File: src/rtl/gray_pkg.sv
`default_nettype none
// +--------------------------------------------------------------------+
// | gray_pkg : shared types and constants for the RAM grey engine      |
// | rev 1.0                                                            |
// +--------------------------------------------------------------------+
package gray_pkg;

   localparam int AW_DEFAULT = 16;
   localparam int DW_DEFAULT = 24;

   localparam int R_MSB = 23;
   localparam int R_LSB = 16;
   localparam int G_MSB = 15;
   localparam int G_LSB = 8;
   localparam int B_MSB = 7;
   localparam int B_LSB = 0;

   typedef enum logic [2:0] {
      IDLE  = 3'd0,
      RADDR = 3'd1,
      RDATA = 3'd2,
      WRITE = 3'd3,
      FIN   = 3'd4
   } state_t;

endpackage
`default_nettype wire

File: src/rtl/rgb2gray.sv
`default_nettype none
// +--------------------------------------------------------------------+
// | rgb2gray : combinational Y = (R + 2G + B) / 4, truncated           |
// | rev 1.0                                                            |
// +--------------------------------------------------------------------+
module rgb2gray
   import gray_pkg::*;
(
   input  logic [23:0] pix,
   output logic [7:0]  y
);

   logic [9:0] w_sum;

   // Max 255 + 510 + 255 = 1020 fits in 10 bits.
   assign w_sum = 10'(pix[R_MSB:R_LSB]) + {1'b0, pix[G_MSB:G_LSB], 1'b0} + 10'(pix[B_MSB:B_LSB]);
   assign y     = 8'(w_sum >> 2);

endmodule
`default_nettype wire

File: src/rtl/ram_gray_engine.sv
`default_nettype none
// +--------------------------------------------------------------------+
// | ram_gray_engine : block read -> grey -> write on single-port RAM   |
// | rev 1.0                                                            |
// +--------------------------------------------------------------------+
module ram_gray_engine
   import gray_pkg::*;
#(
   parameter int AW = AW_DEFAULT,
   parameter int DW = DW_DEFAULT
) (
   input  logic          CK,
   input  logic          RST,
   input  logic          START,
   input  logic [AW-1:0] SRC,
   input  logic [AW-1:0] DST,
   input  logic [AW:0]   LEN,
   output logic          BUSY,
   output logic          DONE,
   output logic [AW-1:0] A,
   output logic          WE,
   output logic          OE,
   output logic [DW-1:0] D,
   input  logic [DW-1:0] Q
);

   state_t        r_state;
   state_t        w_next;
   logic [AW-1:0] r_src;
   logic [AW-1:0] r_dst;
   logic [AW:0]   r_remain;
   logic [DW-1:0] r_pix;
   logic [7:0]    w_y;

   rgb2gray u_rgb2gray (
      .pix (r_pix),
      .y   (w_y)
   );

   always_ff @(posedge CK) begin
      if (RST) begin
         r_state  <= IDLE;
         r_src    <= '0;
         r_dst    <= '0;
         r_remain <= '0;
         r_pix    <= '0;
      end else begin
         r_state <= w_next;
         case (r_state)
            IDLE: begin
               if (START && (LEN != '0)) begin
                  r_src    <= SRC;
                  r_dst    <= DST;
                  r_remain <= LEN;
               end
            end
            RDATA: r_pix <= Q;
            WRITE: begin
               // Pointers wrap naturally at 2^AW.
               r_src    <= r_src + 1'b1;
               r_dst    <= r_dst + 1'b1;
               r_remain <= r_remain - 1'b1;
            end
            default: ;
         endcase
      end
   end

   // RAM controls depend only on state and registered data, never on START or Q.
   always_comb begin
      w_next = r_state;
      BUSY   = 1'b0;
      DONE   = 1'b0;
      A      = '0;
      WE     = 1'b0;
      OE     = 1'b0;
      D      = '0;
      case (r_state)
         IDLE: begin
            if (START) w_next = (LEN == '0) ? FIN : RADDR;
         end
         RADDR: begin
            BUSY   = 1'b1;
            A      = r_src;
            w_next = RDATA;
         end
         RDATA: begin
            BUSY   = 1'b1;
            A      = r_src;
            OE     = 1'b1;
            w_next = WRITE;
         end
         WRITE: begin
            BUSY   = 1'b1;
            A      = r_dst;
            WE     = 1'b1;
            D      = DW'({w_y, w_y, w_y});
            w_next = (r_remain == (AW+1)'(1)) ? FIN : RADDR;
         end
         FIN: begin
            DONE   = 1'b1;
            w_next = IDLE;
         end
         default: w_next = IDLE;
      endcase
   end

endmodule
`default_nettype wire

File: config.mk
export PLATFORM = sky130hd
export DESIGN_NAME = ram_gray_engine
export DESIGN_NICKNAME = d
export VERILOG_FILES = /design/src/rtl/gray_pkg.sv /design/src/rtl/rgb2gray.sv /design/src/rtl/ram_gray_engine.sv
export SDC_FILE = /design/constraint.sdc
export NUM_CORES = 1
export LEC_CHECK = 0
export ABC_CLOCK_PERIOD_IN_PS = 2600
export BUFFER_PORTS_ARGS = -buffer_cell sky130_fd_sc_hd__buf_4
export CORE_MARGIN = 4
export CORE_UTILIZATION = 50
export CTS_BUF_LIST = sky130_fd_sc_hd__clkbuf_8
export DETAILED_ROUTE_END_ITERATION = 16
export PLACE_DENSITY = 0.79
export SKIP_LAST_GASP = 1
export SYNTH_ARGS = -nofsm -noshare
export SYNTH_HDL_FRONTEND = slang
export SYNTH_SLANG_ARGS = --single-unit
File: constraint.sdc
create_clock -name CK -period 2.6 [get_ports CK]
set_clock_uncertainty 0.2 [all_clocks]
set_input_delay 0.26 -clock CK [delete_from_list [all_inputs] [get_ports CK]]
set_output_delay 0.26 -clock CK [all_outputs]
set_load 0.1 [all_outputs]
# == After elaboration in Yosys (flattened, before gate mapping) ==
# Index checks and enable logic that the tools add are counted.
# op_classes
reduce_logical,8
div,0
magnitude_cmp,0
multipliers,0
n_addsub,5
muxes,16
shifts,0
n_eq_ne,7
bitwise,0
# op_table
cell,count
$pmux W16 S2,3
$pmux W17 S2,1
$add A16 B1 Y16 const B,2
$mux W16,2
$mux W24,1
$eq A17 B1 Y1 const B,1
$logic_not A17 Y1,1
$mux W17,1
$reduce_bool A17 Y1,1
$sub A17 B1 Y17 const B,1
$pmux W3 S4,1
$add A10 B8 Y10,1
$add A8 B9 Y10,1
$mux W3,3
$eq A3 B2 Y1 const B,2
$mux W1,4
$ne A2 B2 Y1 const B,2
$eq A3 B1 Y1 const B,1
$eq A3 B3 Y1 const B,1
$logic_not A3 Y1,1
$reduce_or A3 Y1,1
$reduce_and A2 Y1,1
$reduce_bool A2 Y1,1
$reduce_or A2 Y1,1
$logic_and A1 B1 Y1,1
# totals
ramBits,0
mem_bits_ro,0
in_bits,76
memories,0
latchBits,0
ff_bits,76

# == Logic depth before layout (Yosys ltp) ==
# Gate-level depths: netlist of run 1.
# logic_depth
word_depth,4
mapped_depth,10
depth_no_buf,9

# == Hierarchy ==
# Synthesis of run 1 repeated with hierarchy kept, for this count alone.
# hier_totals
cells_unflattened,588
area_unflattened_um2,4713.3
# by_module_without_submodules
module,cells_per_inst,area_each_um2,n_inst
ram_gray_engine,539,4247.8,1
rgb2gray,49,465.4,1

# == Least setup slack after synthesis of run 1 ==
# OpenSTA, ideal clock, no wires.
# synth_timing
path_type,register to output
start,register r_pix[1]
end,output port D[13]
stages_incl_launch_ff,11
setup_slack_ns,-2.823
required_time_ns,2.140
arrival_time_ns,4.963
path_cell_list,dfxtp_1 inv_1 fa_1 nor2_1 fa_1 a21o_1 a21oi_1 nor2b_1 o31a_1 a211oi_1 buf_4
# synth_between
elab_chain_cells,2
# synth_rtl
item,line,source
"start, declared",ram_gray_engine.sv:32,logic [DW-1:0] r_pix;
"start signal, assigned",ram_gray_engine.sv:46,r_pix <= '0;
"start signal, assigned",ram_gray_engine.sv:57,RDATA: r_pix <= Q;
$add A10 B8 Y10,rgb2gray.sv:16,"assign w_sum = 10'(pix[R_MSB:R_LSB]) + {1'b0, pix[G_MSB:G_LSB], 1'b0} + 10'(pix[B_MSB:B_LSB]);"
$mux W24,ram_gray_engine.sv:78,case (r_state)
"end, declared",ram_gray_engine.sv:23,"output logic [DW-1:0] D,"
# Every way passes these cells.

# == Final worst setup path of run 1 ==
# layout_timing
start,register r_pix[1]
end,output port D[21]
# Same word-level chain as after synthesis.

==> results of run 1 <==
-- cells in the final DEF, fill, tap and decap left out, types with 4 or more instances in the layout --
cell / count
sky130_fd_sc_hd__ha_1: 8
sky130_fd_sc_hd__a211oi_1: 11
sky130_fd_sc_hd__dfxtp_1: 69
sky130_fd_sc_hd__nor2_4: 14
sky130_fd_sc_hd__nor3_1: 23
sky130_fd_sc_hd__nand3b_1: 6
sky130_fd_sc_hd__nand2_1: 72
sky130_fd_sc_hd__nand4_1: 4
sky130_fd_sc_hd__o22ai_1: 5
sky130_fd_sc_hd__or4_1: 4
sky130_fd_sc_hd__a31o_2: 4
sky130_fd_sc_hd__dfxtp_2: 7
sky130_fd_sc_hd__nor4_1: 13
sky130_fd_sc_hd__nand3_1: 13
sky130_fd_sc_hd__a21oi_1: 65
sky130_fd_sc_hd__xor2_1: 4
sky130_fd_sc_hd__a22oi_1: 20
sky130_fd_sc_hd__fa_1: 5
sky130_fd_sc_hd__nand4b_1: 5
sky130_fd_sc_hd__inv_1: 9
sky130_fd_sc_hd__dlygate4sd3_1: 48
sky130_fd_sc_hd__nor2_1: 49
sky130_fd_sc_hd__a41oi_1: 4
sky130_fd_sc_hd__o21ai_0: 18
sky130_fd_sc_hd__o21a_1: 4
sky130_fd_sc_hd__buf_4: 138
sky130_fd_sc_hd__and3_1: 6
sky130_fd_sc_hd__buf_6: 5
sky130_fd_sc_hd__a31oi_1: 10
sky130_fd_sc_hd__nor2_2: 6
sky130_fd_sc_hd__clkbuf_8: 10
sky130_fd_sc_hd__buf_12: 26
sky130_fd_sc_hd__nand2b_1: 5
-- routing by layer --
layer / track usage / up-vias
met5: 0 / -
met2: 0.493 / 401
met1: 0.358 / 2578
met4: 0.116 / 0
li1: - / 2493
met3: 0.0435 / 104
-- state kept, by name, indices dropped and copies added (netlist names) --
register / count
r_pix: 24
r_remain: 17
r_dst: 16
r_src: 16
r_state: 3
-- final timing paths --
check	endpoint	slack, ns	cells after the start
max	D[21]	-0.96	11
min	r_remain[7]$_SDFFE_PP0P_	0.01	3
max reg2reg	r_dst[0]$_SDFFE_PP0P_	0.16	6
min reg2reg	r_pix[17]$_SDFFE_PP0P_	0.28	2
-- cell families (layout without fill, tap and decap cells) --
kind of cell / after synthesis / in the layout / share of synthesized area
simple gates: 245 / 245 / 0.259
compound gates: 179 / 179 / 0.253
flops: 76 / 76 / 0.332
buf+inv: 66 / 245 / 0.0718
fa+ha+maj: 19 / 19 / 0.0650
xor+xnor: 10 / 10 / 0.0191
-- cell type report --
type / instances / share of cell area
clock buffer: 10 / 0.0195
clock inverter: 6 / 0.0101
inverter: 12 / 0.00639
multi-input combinational: 453 / 0.431
sequential: 76 / 0.217
tap: 108 / 0.0192
timing repair buffer: 217 / 0.297
-- power by group through the flow --
stage | logic [mW] | registers, mW | clock network, mW
2_1_floorplan | 1.12 | 1.45 | 0
3_3_place_gp | 1.48 | 1.50 | 0
3_5_place_dp | 1.51 | 1.51 | 0
4_1_cts | 1.60 | 1.48 | 0.981
5_1_grt | 1.84 | 1.52 | 1.05
6_report | 1.75 | 1.51 | 0.985
-- worst max-delay path, cell delays in order, from the launching register on --
cell	delay (ns)
sky130_fd_sc_hd__dfxtp_2	0.35
sky130_fd_sc_hd__inv_2	0.05
sky130_fd_sc_hd__fa_2	0.58
sky130_fd_sc_hd__nor2_1	0.08
sky130_fd_sc_hd__fa_2	0.35
sky130_fd_sc_hd__a21o_1	0.18
sky130_fd_sc_hd__a21oi_2	0.17
sky130_fd_sc_hd__nor2b_2	0.07
sky130_fd_sc_hd__o31a_1	0.32
sky130_fd_sc_hd__a211oi_4	0.23
sky130_fd_sc_hd__buf_6	0.18
sky130_fd_sc_hd__buf_12	0.18
-- synth_stat cells (5+ instances only) --
cell | count | area (sq um)
sky130_fd_sc_hd__buf_4 | 17 | 128
sky130_fd_sc_hd__inv_1 | 11 | 41.3
sky130_fd_sc_hd__a21oi_1 | 69 | 345
sky130_fd_sc_hd__xor2_1 | 7 | 61.3
sky130_fd_sc_hd__a22oi_1 | 20 | 150
sky130_fd_sc_hd__o22ai_1 | 5 | 31.3
sky130_fd_sc_hd__buf_2 | 8 | 40.0
sky130_fd_sc_hd__nor2_1 | 69 | 259
sky130_fd_sc_hd__a31oi_1 | 10 | 62.6
sky130_fd_sc_hd__nor4_1 | 13 | 81.3
sky130_fd_sc_hd__nand2b_1 | 6 | 37.5
sky130_fd_sc_hd__nand3b_1 | 6 | 45.0
sky130_fd_sc_hd__nand4b_1 | 5 | 43.8
sky130_fd_sc_hd__a211oi_1 | 13 | 97.6
sky130_fd_sc_hd__fa_1 | 8 | 160
sky130_fd_sc_hd__and3_1 | 6 | 37.5
sky130_fd_sc_hd__ha_1 | 11 | 138
sky130_fd_sc_hd__clkbuf_1 | 25 | 93.8
sky130_fd_sc_hd__nand2_1 | 72 | 270
sky130_fd_sc_hd__o21ai_0 | 20 | 100
sky130_fd_sc_hd__dfxtp_1 | 76 | 1520
sky130_fd_sc_hd__and2_1 | 5 | 31.3
sky130_fd_sc_hd__nor3_1 | 25 | 125
sky130_fd_sc_hd__nand3_1 | 13 | 65.1
-- through the flow --
| step | area [sq um] | setup slack [ns] |
|---|---|---|
| floorplan | 4920 | -1.02 |
| global placement | 5780 | -0.366 |
| finish | 7050 | -0.958 |
| CTS | 6790 | -0.797 |
| global route | 7050 | -0.989 |
| detailed placement | 5780 | -0.407 |
-- repair_timing --
item / CTS / global route
gates resized for setup: 66 / 40
buffers inserted: 5 / 9
setup endpoints to repair: 25 / 28
endpoints found under the hold margin: 48 / 0
pin swaps: 6 / 15
hold buffers: 48 / 0
==> results.md, run 1 <==
- Result of the run: complete, but fails checks
- Violated checks: negative setup slack
- Total power consumption of the routed design: 4.24 mW
- Std-Cell Core Area: 8810 sq um
- Width of the chip: 104 microns
- Tightest slew margin relative to the limit: 0.573
- Number of antenna diodes: 0
- P&R area growth vs syn: 53.9%
- Total vias in the final route: 5576
- Amount of wire on met3 after detailed routing: 1.59 mm
- Crit Path Max Fanout: 3
- Count of flip-flops with a built-in enable after synthesis: 0
- Element type at the critical path start: flop
- Wirelength, routed: 17.7 mm
- Boundary pin count: 120
- Uppermost signal routing layer after detailed routing: met4
- Worst hold margin: 0.0106 ns
- Root Buffer: sky130_fd_sc_hd__clkbuf_8
- Num CTS Buffers: 9
- Setup violators final: 24
- Floorplan die area: 10800 sq um
- Finished Layout Cells: 882
- H-tree levels: 3
- Post-synth top flop: sky130_fd_sc_hd__dfxtp_1
- RSZ-0062 raised after global routing: true
- Period Utilization, post-route: 1.37
- Fin. max-slew vios: 0
- Instance count after placement with tap cells included: 804
- Maximum number of pins on one net before global-route repair: 50
- Synthesized cell area: 4580 sq um
- Die extent in y: 104 microns
- Highest Clock Rate: 0.281 GHz
- Average vias per placed instance: 6.32
- Post-DP HPWL: 10.2 mm
- Seq pwr share: 0.355
- Final hold violation count: 0
- Total nets after synthesis: 690
- Worst min-delay path class: input port to flop
- Startpoint-to-endpoint class of the critical path: flop to output port
- Switching Power: 1.79 mW
- Number of global-route vias before repair: 5135
- Antenna violations before repair: 0
- WP data arrival: 3.10 ns
- Total number of clock tree sinks: 76
- Required time worst endpoint: 2.14 ns
- Post-layout nets: 864
- Start of the worst register-to-register path: r_state[0]$_SDFFE_PP0P_
- Wirelength per Cell: 20.0 microns
- Overall global routing resource usage: 0.286
- Worst ir drop on vdd: 0.353 mV
- Internal power: 2.45 mW
- Cell Pwr Density: 601 nW/um^2
- Final critical path time including I/O delays and setup: 3.56 ns
- Mean Syn Cell Area: 7.70 sq um
- Worst hold path startpoint: LEN[7]
- Comb pwr share: 0.412
- Initial cell density of the core: 0.520
- Wire length of the first global-routing pass: 25.5 mm
- Detailed-route DRC error count: 0
- Clock network power share: 0.232
- Reg clk slew, reported paths: 0.08 ns
- Crit path launch: r_pix[1]$_SDFFE_PP0P_
- Share of flip-flops with an asynchronous set or reset after synthesis: 0
- Crit end category: output port
- Total of fill cells in the finished design: 536
- Total met2 wirelength after detailed routing: 8.65 mm
- Number of port buffers: 119
- Worst Max-Slew Pin Slew: 0.636 ns
- Detailed-route wire length on metal 1: 6.49 mm
- Syn Inst Count: 595
- Finished Core Util: 0.801
- Global route overflow: 0
- Fraction of layout cells with a size suffix above 1: 0.329
- Proportion of total power due to net switching: 0.422
- Worst Slack Setup Final: -0.958 ns
- Proportion of synthesized chip area in sequential cells: 0.332
- First DRT Iteration DRCs: 602
- Maximum root-to-sink buffer count: 2
- Clock tree from TritonCTS: yes
- Count of antenna-violating nets left after detailed routing: 0
- Global placement routability congestion: 0.879
- Synthesis Warnings: 0
- Setup TNS: -15.62 ns
- Area used by multi-input combinational logic: 3040 sq um
- Distinct cell type count after synthesis: 61
- Leakage power: 2.76 nW
- Register bit total from synthesis: 76
- Number of max-cap violations: 0
- Clock network latency to the later pin of the worst-skew pair: 0.37 ns
- Register cell area after layout: 1530 sq um
- Number of detailed-route iterations in the first pass: 7
- Standard-cell rows: 34
Power figures use the tool's default switching activity.
==> run 2, diff against run 1 <==
--- a/config.mk
+++ b/config.mk
@@ -7,11 +7,10 @@
 export LEC_CHECK = 0
 export ABC_CLOCK_PERIOD_IN_PS = 2600
 export BUFFER_PORTS_ARGS = -buffer_cell sky130_fd_sc_hd__buf_4
-export CORE_MARGIN = 4
-export CORE_UTILIZATION = 50
+export CORE_MARGIN = 2
+export CORE_UTILIZATION = 37
 export CTS_BUF_LIST = sky130_fd_sc_hd__clkbuf_8
 export DETAILED_ROUTE_END_ITERATION = 16
-export PLACE_DENSITY = 0.79
 export SKIP_LAST_GASP = 1
 export SYNTH_ARGS = -nofsm -noshare
 export SYNTH_HDL_FRONTEND = slang
==> results.md, run 2 (synthesized netlist as in run 1, its figures left out) <==
- Final hold violation count: 1
- Worst hold margin: -0.000904 ns
- Detailed-route DRC error count: 0
- Width of the chip: 115 microns
- Number of flip-flops under the largest register name: 24
- Post-DP HPWL: 10.4 mm
- Start of the worst register-to-register path: r_state[1]$_SDFFE_PP0P_
- First DRT Iteration DRCs: 302
- Crit Path Max Fanout: 3
- Delay of the slowest cell on the worst path: 0.56 ns
- Root Buffer: sky130_fd_sc_hd__clkbuf_8
- Required time worst endpoint: 2.14 ns
- Number of max-cap violations: 0
- Clock network latency to the later pin of the worst-skew pair: 0.34 ns
- Boundary pin count: 120
- Worst ir drop on vdd: 0.360 mV
- Worst min-delay path class: input port to flop
- Maximum root-to-sink buffer count: 2
- Floorplan die area: 13300 sq um
- Area after DPL: 5850 sq um
- Total vias in the final route: 4970
- Average vias per placed instance: 5.46
- Most frequent standard cell in the layout excluding fill and tap cells: sky130_fd_sc_hd__buf_4
- Initial cell density of the core: 0.380
- Leading cell types in the layout, fill and taps excluded: sky130_fd_sc_hd__buf_4 (121), sky130_fd_sc_hd__nand2_1 (72), sky130_fd_sc_hd__dfxtp_1 (70)
- Crit end category: output port
- Cell at the slowest stage of the critical path: sky130_fd_sc_hd__fa_1
- Cell type group with the largest total delay on the critical path: compound AO/OA/AOI/OAI gates
- H-tree levels: 3
- Element type at the critical path start: flop
- Wire length of the first global-routing pass: 23.4 mm
- Global placement routability congestion: 0.829
- Highest Clock Rate: 0.294 GHz
- Violated checks: negative hold slack, negative setup slack
- Period Utilization, post-route: 1.31
- Number of detailed-route iterations in the first pass: 7
- Global route overflow: 0
- Terminating pin of the worst hold path: r_pix[18]$_SDFFE_PP0P_
- Worst R2R End: r_dst[2]$_SDFFE_PP0P_
- Count of antenna-violating nets left after detailed routing: 0
- Startpoint-to-endpoint class of the critical path: flop to output port
- P&R area growth vs syn: 46.8%
- Crit path launch: r_pix[1]$_SDFFE_PP0P_
- WP data arrival: 2.94 ns
- Standard-cell rows: 40
- Std-Cell Core Area: 12100 sq um
- Number of global-route vias before repair: 4775
- Worst Max-Slew Pin Slew: 0.633 ns
- Maximum number of pins on one net before global-route repair: 59
- R2R depth: 7
- Antenna violations before repair: 0
- Number of port buffers: 119
- Cell Pwr Density: 585 nW/um^2
- Crit-path cells: inv_2 > fa_1 > nor2_1 > fa_2 > a21o_1 > a21oi_2 > nor2b_1 > o31a_1 > o31a_4 > buf_8
- Number of antenna diodes: 0
- Post-route design area: 6730 sq um
- Number of cells on the worst hold path: 3
- RSZ-0062 raised after global routing: true
- Setup violators final: 24
- Reg clk slew, reported paths: 0.08 ns
- Fin. max-slew vios: 0
- Largest Register: r_pix
- Final critical path time including I/O delays and setup: 3.40 ns
- Result of the run: complete, but fails checks
- Fraction of layout cells with a size suffix above 1: 0.301
- Worst reg2reg setup slack: 0.22 ns
- Wirelength, routed: 14.8 mm
- Critical path buffers and inverters: 2
- Clock tree from TritonCTS: yes
- Total power consumption of the routed design: 3.93 mW
- Overall global routing resource usage: 0.222
- Tightest slew margin relative to the limit: 0.578
- Total number of clock tree sinks: 76
- Post-layout nets: 832
- Die extent in y: 115 microns
- Leakage power: 2.61 nW
- Num CTS Buffers: 9
- Worst Slack Setup Final: -0.796 ns
- Registers with the most flip-flops: r_pix: 24 flops, r_remain: 17 flops
- Setup TNS: -12.33 ns
- Wirelength per Cell: 16.2 microns
- Worst hold path startpoint: Q[18]
[run 2: cell types whose count changed in the layout (fill, tap and decap cells not counted), moves of 2 or more]
| cell | before | now |
|---|---|---|
| sky130_fd_sc_hd__dlygate4sd3_1 | 48 | 34 |
| sky130_fd_sc_hd__ha_1 | 8 | 10 |
| sky130_fd_sc_hd__clkinv_2 | 0 | 3 |
| sky130_fd_sc_hd__clkinvlp_4 | 2 | 0 |
| sky130_fd_sc_hd__buf_4 | 138 | 121 |
| sky130_fd_sc_hd__buf_12 | 26 | 24 |
| sky130_fd_sc_hd__inv_6 | 2 | 0 |
| sky130_fd_sc_hd__inv_1 | 9 | 11 |
[run 2: worst max path at each step]
stage                       end  slack [ns]  cells after the start
after floorplan           D[13]       -1.02                     10
after global placement     D[7]       -0.41                     10
after detailed placement  D[15]       -0.46                     10
after CTS                 D[13]       -0.80                     10
after global routing       D[5]       -0.91                     10
final                     D[15]       -0.80                     10
[run 2: layout make-up]
type,instances,area (sq um)
clock inverters,5,27.5
flip-flops and latches,76,1530
clock buffers,11,151
inverters,12,45.0
well taps,168,210
repair buffers,185,1800
multi-input cells,453,2960
fillers,1105,5340
[run 2: timing repair]
item | 4_1_cts | 5_1_grt
buffers inserted | 3 | 1
gates cloned | 0 | 0
setup endpoints to repair | 24 | 29
pin swaps | 6 | 1
endpoints found under the hold margin | 34 | 0
hold buffers | 34 | 0
gates resized for setup | 66 | 10
[run 2: metal layers]
metal	global-route usage	up-vias	wire, microns	part of all wire
met4	0.0610	0	165	0.011
li1	-	2428	-	-
met5	0	-	0	0
met3	0.0322	16	702	0.047
met1	0.296	2370	6790	0.46
met2	0.375	156	7120	0.48
[run 2: report_power, final]
part	switching, mW	internal (mW)	leakage (nW)
registers	0.188	1.32	0.626
clock network	0.437	0.393	0.100
logic	0.996	0.602	1.88
total	1.62	2.31	2.61
[run 2: per-stage QoR]
stage / setup WS [ns] / hold slack [ns] / cells / util
after CTS: -0.800 / 0.000300 / 909 / 0.553
after floorplan: -1.02 / 0.178 / 595 / -
after detailed placement: -0.457 / 0.256 / 856 / 0.485
after global routing: -0.911 / 0.00252 / 910 / 0.558
after global placement: -0.412 / 0.245 / 856 / 0.485
final: -0.796 / -0.000904 / 910 / 0.558
[run 2: worst min-delay path, delay by kind of cell]
family                 cells  cell delay, ns
buffers and inverters      1            0.11
AND/OR/NAND/NOR            1            0.06
AO/OA/AOI/OAI              1            0.07
==> run 3, diff against run 2 <==
--- a/config.mk
+++ b/config.mk
@@ -11,6 +11,7 @@
 export CORE_UTILIZATION = 37
 export CTS_BUF_LIST = sky130_fd_sc_hd__clkbuf_8
 export DETAILED_ROUTE_END_ITERATION = 16
+export MAX_ROUTING_LAYER = met4
 export SKIP_LAST_GASP = 1
 export SYNTH_ARGS = -nofsm -noshare
 export SYNTH_HDL_FRONTEND = slang
==> results.md, run 3 (synthesized netlist as in run 1, its figures left out) <==
- Largest Register: r_pix
- Total vias in the final route: 4957
- Worst hold path startpoint: Q[18]
- Crit end category: output port
- Wirelength per Cell: 16.2 microns
- Violated checks: negative hold slack, negative setup slack
- Wire length of the first global-routing pass: 23.4 mm
- Detailed-route DRC error count: 0
- Final critical path time including I/O delays and setup: 3.40 ns
- Register cell area after layout: 1530 sq um
- First DRT Iteration DRCs: 303
- Boundary pin count: 120
- Post-DP HPWL: 10.4 mm
- Root Buffer: sky130_fd_sc_hd__clkbuf_8
- Floorplan die area: 13300 sq um
- WP data arrival: 2.94 ns
- Post-layout nets: 832
- Startpoint-to-endpoint class of the critical path: flop to output port
- Average vias per placed instance: 5.45
- Count of antenna-violating nets left after detailed routing: 0
- Initial cell density of the core: 0.380
- Worst Slack Setup Final: -0.800 ns
- Total power consumption of the routed design: 3.93 mW
- Number of antenna diodes: 0
- Total of fill cells in the finished design: 1105
- Highest Clock Rate: 0.294 GHz
- Registers with the most flip-flops: r_pix: 24 flops, r_remain: 17 flops
- Standard-cell rows: 40
- Width of the chip: 115 microns
- Required time worst endpoint: 2.14 ns
- Worst hold margin: -0.000830 ns
- Global route overflow: 0
- Wirelength, routed: 14.7 mm
- Antenna violations before repair: 0
- Worst min-delay path class: input port to flop
- Finished Core Util: 0.558
- P&R area growth vs syn: 46.8%
- Number of max-cap violations: 0
- Terminating pin of the worst hold path: r_pix[18]$_SDFFE_PP0P_
- Fraction of layout cells with a size suffix above 1: 0.301
- Pre-CTS setup slack: -0.457 ns
- Setup violators final: 24
- Result of the run: complete, but fails checks
- Fin. max-slew vios: 0
- Leading cell types in the layout, fill and taps excluded: sky130_fd_sc_hd__buf_4 (121), sky130_fd_sc_hd__nand2_1 (72), sky130_fd_sc_hd__dfxtp_1 (70)
- Number of flip-flops under the largest register name: 24
- H-tree levels: 3
- Total number of clock tree sinks: 76
- Std-Cell Core Area: 12100 sq um
- Num CTS Buffers: 9
- RSZ-0062 raised after global routing: true
- Element type at the critical path start: flop
- Overall global routing resource usage: 0.228
- Cell Pwr Density: 585 nW/um^2
- Crit Path Max Fanout: 3
- Worst Max-Slew Pin Slew: 0.625 ns
- Leakage power: 2.61 nW
- Worst ir drop on vdd: 0.361 mV
- Area used by multi-input combinational logic: 2960 sq um
- Number of cells on the worst hold path: 3
- Die extent in y: 115 microns
- Tightest slew margin relative to the limit: 0.583
- Most frequent standard cell in the layout excluding fill and tap cells: sky130_fd_sc_hd__buf_4
- Clock network latency to the later pin of the worst-skew pair: 0.34 ns
- Clock tree from TritonCTS: yes
- Maximum number of pins on one net before global-route repair: 59
- Period Utilization, post-route: 1.31
- Number of port buffers: 119
- Maximum root-to-sink buffer count: 2
- Number of detailed-route iterations in the first pass: 5
- Setup TNS: -12.40 ns
- Start of the worst register-to-register path: r_state[1]$_SDFFE_PP0P_
- Reg clk slew, reported paths: 0.08 ns
- Global placement routability congestion: 0.842
- Worst R2R End: r_dst[2]$_SDFFE_PP0P_
- Number of global-route vias before repair: 4766
- R2R depth: 7
- Final hold violation count: 1
- Worst reg2reg setup slack: 0.22 ns
run 3: cell counts in the layout (fill, tap and decap cells not counted):
Identical to the previous run, type by type.
run 3: layout make-up:
type | instances | share of cell area
clock inverters | 5 | 0.00409
repair buffers | 185 | 0.268
inverters | 12 | 0.00670
well taps | 168 | 0.0313
multi-input cells | 453 | 0.440
flip-flops and latches | 76 | 0.227
clock buffers | 11 | 0.0225
run 3: per-layer routing:
metal / global-route usage / routed length (microns)
met3: 0.0285 / 849
met2: 0.373 / 7110
met5: - / 0
met1: 0.299 / 6580
met4: 0.0610 / 169
run 3: report_power, final:
group          internal (mW)  switching [mW]  total, mW  leakage [nW]
clock network          0.393           0.441      0.833         0.100
logic                  0.602           0.995       1.60          1.88
registers               1.32           0.188       1.50         0.626
run 3: how the worst max path moves through the flow:
stage               slack, ns             startpoint  cells after the start     to
floorplan               -1.02  r_pix[1]$_SDFFE_PP0P_                     10  D[13]
global route            -0.91  r_pix[1]$_SDFFE_PP0P_                     10   D[5]
global placement        -0.41  r_pix[1]$_SDFFE_PP0P_                     10   D[7]
CTS                     -0.80  r_pix[1]$_SDFFE_PP0P_                     10  D[13]
finish                  -0.80  r_pix[1]$_SDFFE_PP0P_                     10  D[15]
detailed placement      -0.46  r_pix[1]$_SDFFE_PP0P_                     10  D[15]
run 3: per-stage QoR:
stage | instances | cell area [sq um]
floorplan | 595 | 4920
global placement | 856 | 5850
detailed placement | 856 | 5850
CTS | 909 | 6680
global route | 910 | 6730
finish | 910 | 6730
run 3: critical path, cell delays in order, from the launching register on:
cell                      delay (ns)
sky130_fd_sc_hd__dfxtp_2        0.34
sky130_fd_sc_hd__inv_2          0.04
sky130_fd_sc_hd__fa_1           0.56
sky130_fd_sc_hd__nor2_1         0.07
sky130_fd_sc_hd__fa_2           0.35
sky130_fd_sc_hd__a21o_1         0.18
sky130_fd_sc_hd__a21oi_2        0.16
sky130_fd_sc_hd__nor2b_1        0.08
sky130_fd_sc_hd__o31a_1         0.30
sky130_fd_sc_hd__o31a_4         0.34
sky130_fd_sc_hd__buf_8          0.18
run 3: repair_timing:
item | CTS | global route
gates cloned | 0 | 0
hold buffers | 34 | 0
setup endpoints to repair | 24 | 29
endpoints found under the hold margin | 34 | 0
gates resized for setup | 66 | 10
pin swaps | 6 | 1
setup buffers | 3 | 1
